===== src/rtl/dp1m4_pkg.sv =====
// Shared types and default constants for the dp1m4 row controller slice.
package dp1m4_pkg;

    localparam int COL_DEF     = 4;
    localparam int BW_DEF      = 4;
    localparam int PSUM_BW_DEF = 20;
    localparam int NNZ_DEF     = 8;
    localparam int TOTAL_DEF   = 16;
    localparam int CNT_W_DEF   = 8;

    typedef enum logic [2:0] {
        ST_IDLE   = 3'd0,
        ST_LOAD   = 3'd1,
        ST_EXEC   = 3'd2,
        ST_DRAIN  = 3'd3,
        ST_RESULT = 3'd4
    } state_t;

    // Cycles the row pipeline needs to flush after its last activation.
    function automatic int drain_lat(input int c);
        return c + 1;
    endfunction

    localparam int DRAIN_LAT_DEF = COL_DEF + 1;

endpackage


===== src/rtl/dp1m4_beat_cnt.sv =====
// Saturating up-counter with synchronous clear; at_term flags cnt == term.
module dp1m4_beat_cnt
    import dp1m4_pkg::*;
#(
    parameter int W = CNT_W_DEF
) (
    input  logic         clk,
    input  logic         reset,
    input  logic         clr,
    input  logic         en,
    input  logic [W-1:0] term,
    output logic [W-1:0] cnt,
    output logic         at_term
);

    assign at_term = (cnt == term);

    always_ff @(posedge clk) begin
        if (reset || clr) begin
            cnt <= '0;
        end else if (en && !at_term) begin
            cnt <= cnt + 1'b1;
        end
    end

endmodule


===== src/rtl/dp1m4_row_ctrl.sv =====
// Sequences weight load, activation streaming, drain and result handoff for one PE row.
// Optional DP1M4_CTRL_PERF_EN adds the stall_cnt performance output.
module dp1m4_row_ctrl
    import dp1m4_pkg::*;
#(
    parameter int col     = COL_DEF,
    parameter int bw      = BW_DEF,
    parameter int psum_bw = PSUM_BW_DEF,
    parameter int nnz     = NNZ_DEF,
    parameter int total   = TOTAL_DEF,
    parameter int CNT_W   = CNT_W_DEF
) (
    input  logic                   clk,
    input  logic                   reset,
    input  logic                   start,
    input  logic [CNT_W-1:0]       num_act,
    output logic                   busy,
    output logic                   done,
    input  logic                   w_valid,
    output logic                   w_ready,
    input  logic [nnz*bw-1:0]      w_data,
    input  logic [total-1:0]       w_mask,
    input  logic                   a_valid,
    output logic                   a_ready,
    input  logic [2*bw-1:0]        a_data,
    input  logic [3:0]             a_idx,
    output logic [nnz*bw-1:0]      row_weights_flat,
    output logic [total-1:0]       row_weight_mask,
    output logic [2*bw-1:0]        row_activation_flat,
    output logic [3:0]             row_activation_index_flat,
    output logic                   row_load,
    output logic                   row_execute,
    output logic                   row_a_select,
    input  logic [col*psum_bw-1:0] row_psum_flat,
    output logic                   res_valid,
    input  logic                   res_ready,
`ifdef DP1M4_CTRL_PERF_EN
    output logic [CNT_W+7:0]       stall_cnt,
`endif
    output logic [col*psum_bw-1:0] res_data
);

    localparam logic [CNT_W-1:0] W_TERM = CNT_W'(col - 1);
    localparam logic [CNT_W-1:0] D_TERM = CNT_W'(drain_lat(col) - 1);

    state_t           state;
    logic [CNT_W-1:0] num_act_q;
    logic [CNT_W-1:0] w_cnt, a_cnt, d_cnt;
    logic             w_at, a_at, d_at;
    logic             start_acc, w_fire, a_fire;
    logic             w_last, a_last, d_last;
    logic             unused_cnt;

    assign busy      = (state != ST_IDLE);
    assign w_ready   = (state == ST_LOAD);
    assign a_ready   = (state == ST_EXEC);
    assign start_acc = (state == ST_IDLE) && start;
    assign w_fire    = w_ready && w_valid;
    assign a_fire    = a_ready && a_valid;

    // Terminal values are "last beat" positions, so counters saturate instead of wrapping.
    assign w_last = w_fire && w_at;
    assign a_last = a_fire && a_at;
    assign d_last = (state == ST_DRAIN) && d_at;

    assign unused_cnt = ^{w_cnt, a_cnt, d_cnt};

    dp1m4_beat_cnt #(.W(CNT_W)) u_w_cnt (
        .clk(clk), .reset(reset), .clr(start_acc), .en(w_fire),
        .term(W_TERM), .cnt(w_cnt), .at_term(w_at)
    );

    dp1m4_beat_cnt #(.W(CNT_W)) u_a_cnt (
        .clk(clk), .reset(reset), .clr(start_acc), .en(a_fire),
        .term(num_act_q - 1'b1), .cnt(a_cnt), .at_term(a_at)
    );

    dp1m4_beat_cnt #(.W(CNT_W)) u_d_cnt (
        .clk(clk), .reset(reset), .clr(start_acc), .en(state == ST_DRAIN),
        .term(D_TERM), .cnt(d_cnt), .at_term(d_at)
    );

`ifdef DP1M4_CTRL_PERF_EN
    logic unused_stall_term;

    dp1m4_beat_cnt #(.W(CNT_W + 8)) u_stall_cnt (
        .clk(clk), .reset(reset), .clr(start_acc),
        .en(((state == ST_LOAD) && !w_valid) || ((state == ST_EXEC) && !a_valid)),
        .term('1), .cnt(stall_cnt), .at_term(unused_stall_term)
    );
`endif

    always_ff @(posedge clk) begin
        if (reset) begin
            state                     <= ST_IDLE;
            num_act_q                 <= '0;
            row_weights_flat          <= '0;
            row_weight_mask           <= '0;
            row_activation_flat       <= '0;
            row_activation_index_flat <= '0;
            row_load                  <= 1'b0;
            row_execute               <= 1'b0;
            row_a_select              <= 1'b0;
            res_valid                 <= 1'b0;
            res_data                  <= '0;
            done                      <= 1'b0;
        end else begin
            done        <= 1'b0;
            row_load    <= 1'b0;
            row_execute <= 1'b0;
            case (state)
                ST_IDLE: begin
                    if (start) begin
                        num_act_q <= num_act;
                        state     <= ST_LOAD;
                    end
                end
                ST_LOAD: begin
                    if (w_valid) begin
                        row_weights_flat <= w_data;
                        row_weight_mask  <= w_mask;
                        row_load         <= 1'b1;
                        row_execute      <= 1'b1;
                        if (w_last) begin
                            state <= (num_act_q == '0) ? ST_DRAIN : ST_EXEC;
                        end
                    end
                end
                ST_EXEC: begin
                    if (a_valid) begin
                        row_activation_flat       <= a_data;
                        row_activation_index_flat <= a_idx;
                        row_execute               <= 1'b1;
                        if (a_last) begin
                            state <= ST_DRAIN;
                        end
                    end
                end
                ST_DRAIN: begin
                    if (d_last) begin
                        res_data  <= row_psum_flat;
                        res_valid <= 1'b1;
                        state     <= ST_RESULT;
                    end
                end
                ST_RESULT: begin
                    if (res_ready) begin
                        res_valid    <= 1'b0;
                        done         <= 1'b1;
                        row_a_select <= ~row_a_select;
                        state        <= ST_IDLE;
                    end
                end
                default: state <= ST_IDLE;
            endcase
        end
    end

endmodule


===== config.mk =====
export PLATFORM = sky130hd
export DESIGN_NAME = dp1m4_row_ctrl
export DESIGN_NICKNAME = d
export VERILOG_FILES = /design/src/rtl/dp1m4_pkg.sv /design/src/rtl/dp1m4_beat_cnt.sv /design/src/rtl/dp1m4_row_ctrl.sv
export SDC_FILE = /design/constraint.sdc
export NUM_CORES = 1
export LEC_CHECK = 0
export BUFFER_PORTS_ARGS = -buffer_cell sky130_fd_sc_hd__buf_2
export CAP_MARGIN = 20
export CORE_MARGIN = 5
export CORE_UTILIZATION = 45
export DETAILED_ROUTE_END_ITERATION = 8
export PLACE_DENSITY = 0.79
export SYNTH_ARGS = -nofsm -noshare
export SYNTH_HDL_FRONTEND = slang
export SYNTH_HIERARCHICAL = 1
export SYNTH_SLANG_ARGS = --single-unit

===== constraint.sdc =====
create_clock -name clk -period 4.7 [get_ports clk]
set_input_delay 0.94 -clock clk [delete_from_list [all_inputs] [get_ports clk]]
set_output_delay 0.94 -clock clk [all_outputs]
set_load 0.01 [all_outputs]

# Word-level counts from Yosys, hierarchy flattened
# Index checks and enable logic that the tools add are counted.
# classes
addsub,4
eq_ne,14
muxes,16
n_bitwise,3
n_reduce_logical,26
# ops
op,n
$add 8x1->8 const B,3
$mux 3,7
$pmux 3 s5,1
$ne 2x2->1 const B,5
$reduce_and 2->1,5
$logic_and 1x1->1,9
$eq 8x2->1 const B,1
$eq 8x3->1 const B,1
$eq 8x8->1,1
$logic_not 8->1,1
$sub 8x1->8 const B,1
$reduce_and 7->1,1
$eq 3x2->1 const B,2
$mux 1,6
$ne 2x1->1 const B,2
$pmux 1 s2,2
$reduce_or 2->1,2
$eq 3x1->1 const B,1
$eq 3x3->1 const B,1
$logic_not 1->1,3
$logic_not 3->1,1
$not 1->1,3
$reduce_and 3->1,1
$reduce_bool 3->1,1
other kinds (2),2
# totals
reg_bits,180
input_bits,154
out_inout_bits,148
wordCells,78

# Depth between registers and ports, before layout
# depth
word_depth,6
mapped_depth,11
depth_no_buf,11

# Cells and area by module
# The synthesis kept the hierarchy.
# modules_own_cells
mod,n_inst,cells_each,area_each_um2,seq_area_each_um2
dp1m4_row_ctrl,1,707,5683.0,3123.0
dp1m4_beat_cnt,3,58,511.7,160.2

# Least setup slack after synthesis
# No wires, ideal clock.
# synth_timing
kind,register to register
from,register num_act_q[0]
to,register state[0]
setup_time_ns,0.074
arrival_time_ns,2.472
t_required_ns,4.626
path_slack_ns,2.154
stages_incl_launch_ff,10
path_buffers,0
synth_period_minus_slack_ns,2.546
cell_sequence,dfxtp_1 > or4_4 > nor4_4 > xor2_1 > xor2_1 > nor4_2 > and2_1 > nand3_1 > a211o_1 > a31oi_1
# synth_between
elab_chain_len,5
word_cells_on_any_way,10
cone_classes,add/sub: 1; eq/ne: 2; mux: 4; reduce/logical: 3
# synth_rtl
item,line_no,rtl
start: declaration,dp1m4_row_ctrl.sv:47,logic [CNT_W-1:0] num_act_q;
start signal: assignment,dp1m4_row_ctrl.sv:114,num_act_q <= num_act;
$sub 8x1->8,dp1m4_row_ctrl.sv:75,".term(num_act_q - 1'b1), .cnt(a_cnt), .at_term(a_at)"
$eq 8x8->1,dp1m4_beat_cnt.sv:16,assign at_term = (cnt == term);
named net a_at,dp1m4_row_ctrl.sv:49,"logic w_at, a_at, d_at;"
$logic_and 1x1->1,dp1m4_row_ctrl.sv:63,assign a_last = a_fire && a_at;
$ne 2x1->1 (no source line),-,
$reduce_and 7->1 (no source line),-,
end signal: assignment,dp1m4_row_ctrl.sv:125,state <= (num_act_q == '0) ? ST_DRAIN : ST_EXEC;
end: declaration,dp1m4_row_ctrl.sv:46,state_t state;
# The timed path passes the listed nets, and every way through them passes these cells. The select of a mux whose other input is x is not followed.
# A chain may end at the register's enable or synchronous reset.

# Worst setup path after layout
# Same ends and word-level chain as after synthesis.

==> summary.md <==
| Metric | Value |
|---|---|
| Synth warn | 6 |
| EDFF count, synth | 0 |
| Final WL | roughly 21000 um |
| Remaining Overflow, GRT | 0 |
| Final cell count without fillers | 1400 |
| Synthesized area | 0.007218 mm^2 |
| RSZ-0062 raised after global routing | false |
| Most common library cells after synthesis | 328 x nand2_1, 180 x dfxtp_1, 152 x a21oi_1, 31 x buf_2, 29 x xor2_1 |
| Clock tree buffer depth | 2 |
| Clock skew | slightly below 9 ps |
| Max Slew Vio Count | 0 |
| Inserted Clock Buffers | 17 |
| CTS tree | done |
| CP cell instances | inv_1, ha_1, nor3b_1, nand2_1, xnor2_1, xor2_1, nor4_2, and2_1, nand3_1, a211o_1, a31oi_1 |
| Final Cycle Share | between 60% and 70% |
| Max Freq | approximately 350 MHz |
| Hold Violations, Final | 0 |
| Grt met2 use | between 30% and 40% |
| Row cnt | 46 |
| DP HPWL | ~15000 um |
| CP max FO | 8 |
| Worst setup SP type | flip-flop |
| Worst slew pin tran | ~810 ps |
| Initial Utilization | roughly 46% |
| HP Start | row_weight_mask[10] |
| Min Hold Slack | between 400 and 500 ps |
| Crit Path Class | reg2reg |
| P_leak | roughly 4.1 nW |
| DRC | 0 |
| Setup TNS | 0 ps |
| RePlAce Congestion | 0.8425 |
| Top post-synthesis cells by area | dfxtp_1 50%, nand2_1 17%, a21oi_1 11%, xor2_1 3.5%, mux2i_1 3.3% |
| Status | finished, final reports clean |
| Max VDD drop | roughly 240 uV |
| Power per cell area | 362.3 mW/mm^2 |
| Antenna violations before repair | 3 |
| Initial drt markers | 323 |
| I/O Pins | 302 |
| Bufs and invs on worst path | 1 |
| Slowest stage cell, crit path | nor4_2 |
| Area leader, netlist | dfxtp_1 |
| Routed len/inst | between 10 and 15 um |
| Via count | about 7k |
| Final net count | between 1k and 1.5k |
| Setup crit start | num_act_q[0] |
| Slew HR | a little under half |
| Mapped Avg Cell Area | around 8.2 um^2 |
| Pin count of the biggest net entering global routing | between 90 and 100 |
| Most frequent cell after synthesis | nand2_1 |
| Yosys reg bits | 180 |
| Gr busiest metal | met2 |
| Hold-fix buffers, CTS | 0 |
| First drt pass iteration count | 5 |
| Hold Crit Class | reg2reg |
| FILL cells | 1449 |
| Share of cells above drive strength 1 | about 31% |
| Global routing usage on met3 | 5.551% |
| CP Capture Type | flip-flop |
| Synth cell types | approximately 40 |
| Final setup vio count | 0 |
| Clock transition at the registers of the reported paths | ~70 ps |
| Post-synth ARST share | 0% |
| R2R Path Start | num_act_q[0] |
| First-pass GRT wire length | about 31000 um |
| Cts repair resizes | 0 |
| H-tree levels | 4 |
| Post-Syn Instances | roughly 900 |
| Vias in the first global route | 6269 |
| Clock Latency Late Sink | between 400 and 500 ps |
| Setup repair bufs after CTS | 0 |
| Number of port buffers | between 300 and 400 |
| Sequential area share after synthesis | about half |
| Worst endpoint required time | 5040 ps |
| Met1 Use GR | ~25% |
| Clk sinks | 180 |
| Area growth from synthesis to layout | 31.11% |
| Area share of the largest cell type after synthesis | about half |
| Core box area | 0.01583 mm^2 |
| ANT nets after route | 0 |
| Die extent in x | around 140 um |
| Worst path top cell family by delay | simple AND/OR/NAND/NOR gates |
| Post-Place Cells | between 1k and 1.5k |
| Top FF cell, synth | dfxtp_1 |
| Tmin final | 2890 ps |
| CP max stage delay | about 590 ps |
| Gr usage total | roughly a fifth |
| Drt via density | 4.867 |
| Die Ht | about 140 um |
| Arr. time, crit path | 3230 ps |
| Root buf cell | clkbuf_16 |
| Die area | around 0.019 mm^2 |
| Max Cap Viol | 0 |
worst paths after layout:
kind / end / slack, ps / cells past startpoint
hold reg to reg: row_weight_mask[10] / 450 / 2
hold / removal: row_weight_mask[10] / 450 / 2
setup / recovery: state[0] / 1810 / 11
setup reg to reg: state[0] / 1810 / 11
sequential cells by signal, summed over array words and instances (netlist names), 8 cells and up:
signal	flops
u_w_cnt/cnt	8
row_weights_flat	32
row_weight_mask	16
u_a_cnt/cnt	8
u_d_cnt/cnt	8
num_act_q	8
res_data	80
row_activation_flat	8
layer usage:
layer  up-vias  part of all wire, %
li1       3475                    -
met3        30                  7.2
met4         2                  1.6
met1      3101                   41
met2       206                   50
met5         -                0.063
metrics by stage:
step / cell area, um^2 / utilization [%] / worst slack (ps) / power [mW]
floorplan: 7271 / - / 2154 / 1.870
global placement: 8848 / 55.91 / 1959 / 2.011
detailed placement: 8848 / 55.91 / 1824 / 2.020
CTS: 9457 / 59.75 / 1798 / 3.467
global route: 9462 / 59.78 / 1591 / 3.587
finish: 9464 / 59.79 / 1811 / 3.429
tightest hold or removal path, cell delays in order (launching register included):
cell and delay (ps):
dfxtp_1 310, nand2_1 50, a21oi_1 50
report_power, final:
part           internal [mW]  switching (mW)  leakage, nW
combinational          0.158           0.223         2.39
sequential              1.57          0.0362         1.45
clock                  0.835           0.610        0.297
total                   2.56           0.869         4.14
placed cells by master, fill, tap and decap left out, types with 2 or more instances in the layout:
| cell | count |
|---|---|
| nand2_1 | 328 |
| buf_2 | 300 |
| dfxtp_1 | 180 |
| a21oi_1 | 152 |
| xor2_1 | 29 |
| mux2i_1 | 24 |
| or3_1 | 22 |
| clkbuf_16 | 17 |
| conb_1 | 16 |
| nor2_1 | 11 |
| nand2_2 | 8 |
| a21oi_2 | 8 |
| a211oi_1 | 7 |
| buf_4 | 6 |
| nor4_2 | 6 |
| a21boi_1 | 6 |
| inv_1 | 5 |
| nand3_1 | 4 |
| ha_1 | 4 |
| inv_6 | 4 |
| diode_2 | 3 |
| clkbuf_8 | 3 |
| and2_1 | 3 |
| nand4_1 | 3 |
| and4_1 | 3 |
| or4b_1 | 2 |
| clkinv_8 | 2 |
| nand2b_1 | 2 |
| nand4b_1 | 2 |
| a211o_1 | 2 |
| bufinv_16 | 2 |
| clkinv_4 | 2 |
final cells by class:
| class | instances | area, um^2 | share of cell area (%) |
|---|---|---|---|
| antenna | 3 | 7.507 | 0.07932 |
| clock buffer | 20 | 466.7 | 4.931 |
| clock inverter | 11 | 141.4 | 1.494 |
| inverter | 7 | 38.79 | 0.4098 |
| multi-input combinational | 656 | 3378 | 35.70 |
| sequential | 180 | 3603 | 38.08 |
| tap | 216 | 270.3 | 2.856 |
| timing repair buffer | 307 | 1558 | 16.46 |
cells by family (layout without fill, tap and decap cells):
kind of cell               after synthesis  count (layout)  share of synthesized area, %
buffers and inverters                   59             345                         4.091
other                                    2              19                        0.1040
and+or+nand+nor                        404             404                         24.82
xor gates and xnor gates                30              30                         3.640
adders and majority gates                4               4                        0.6934
DFF                                    180             180                         49.92
AOI/OAI and AO/OA                      178             178                         13.40
muxes                                   24              24                         3.328
Note: power is estimated with default switching activity, not from simulation.
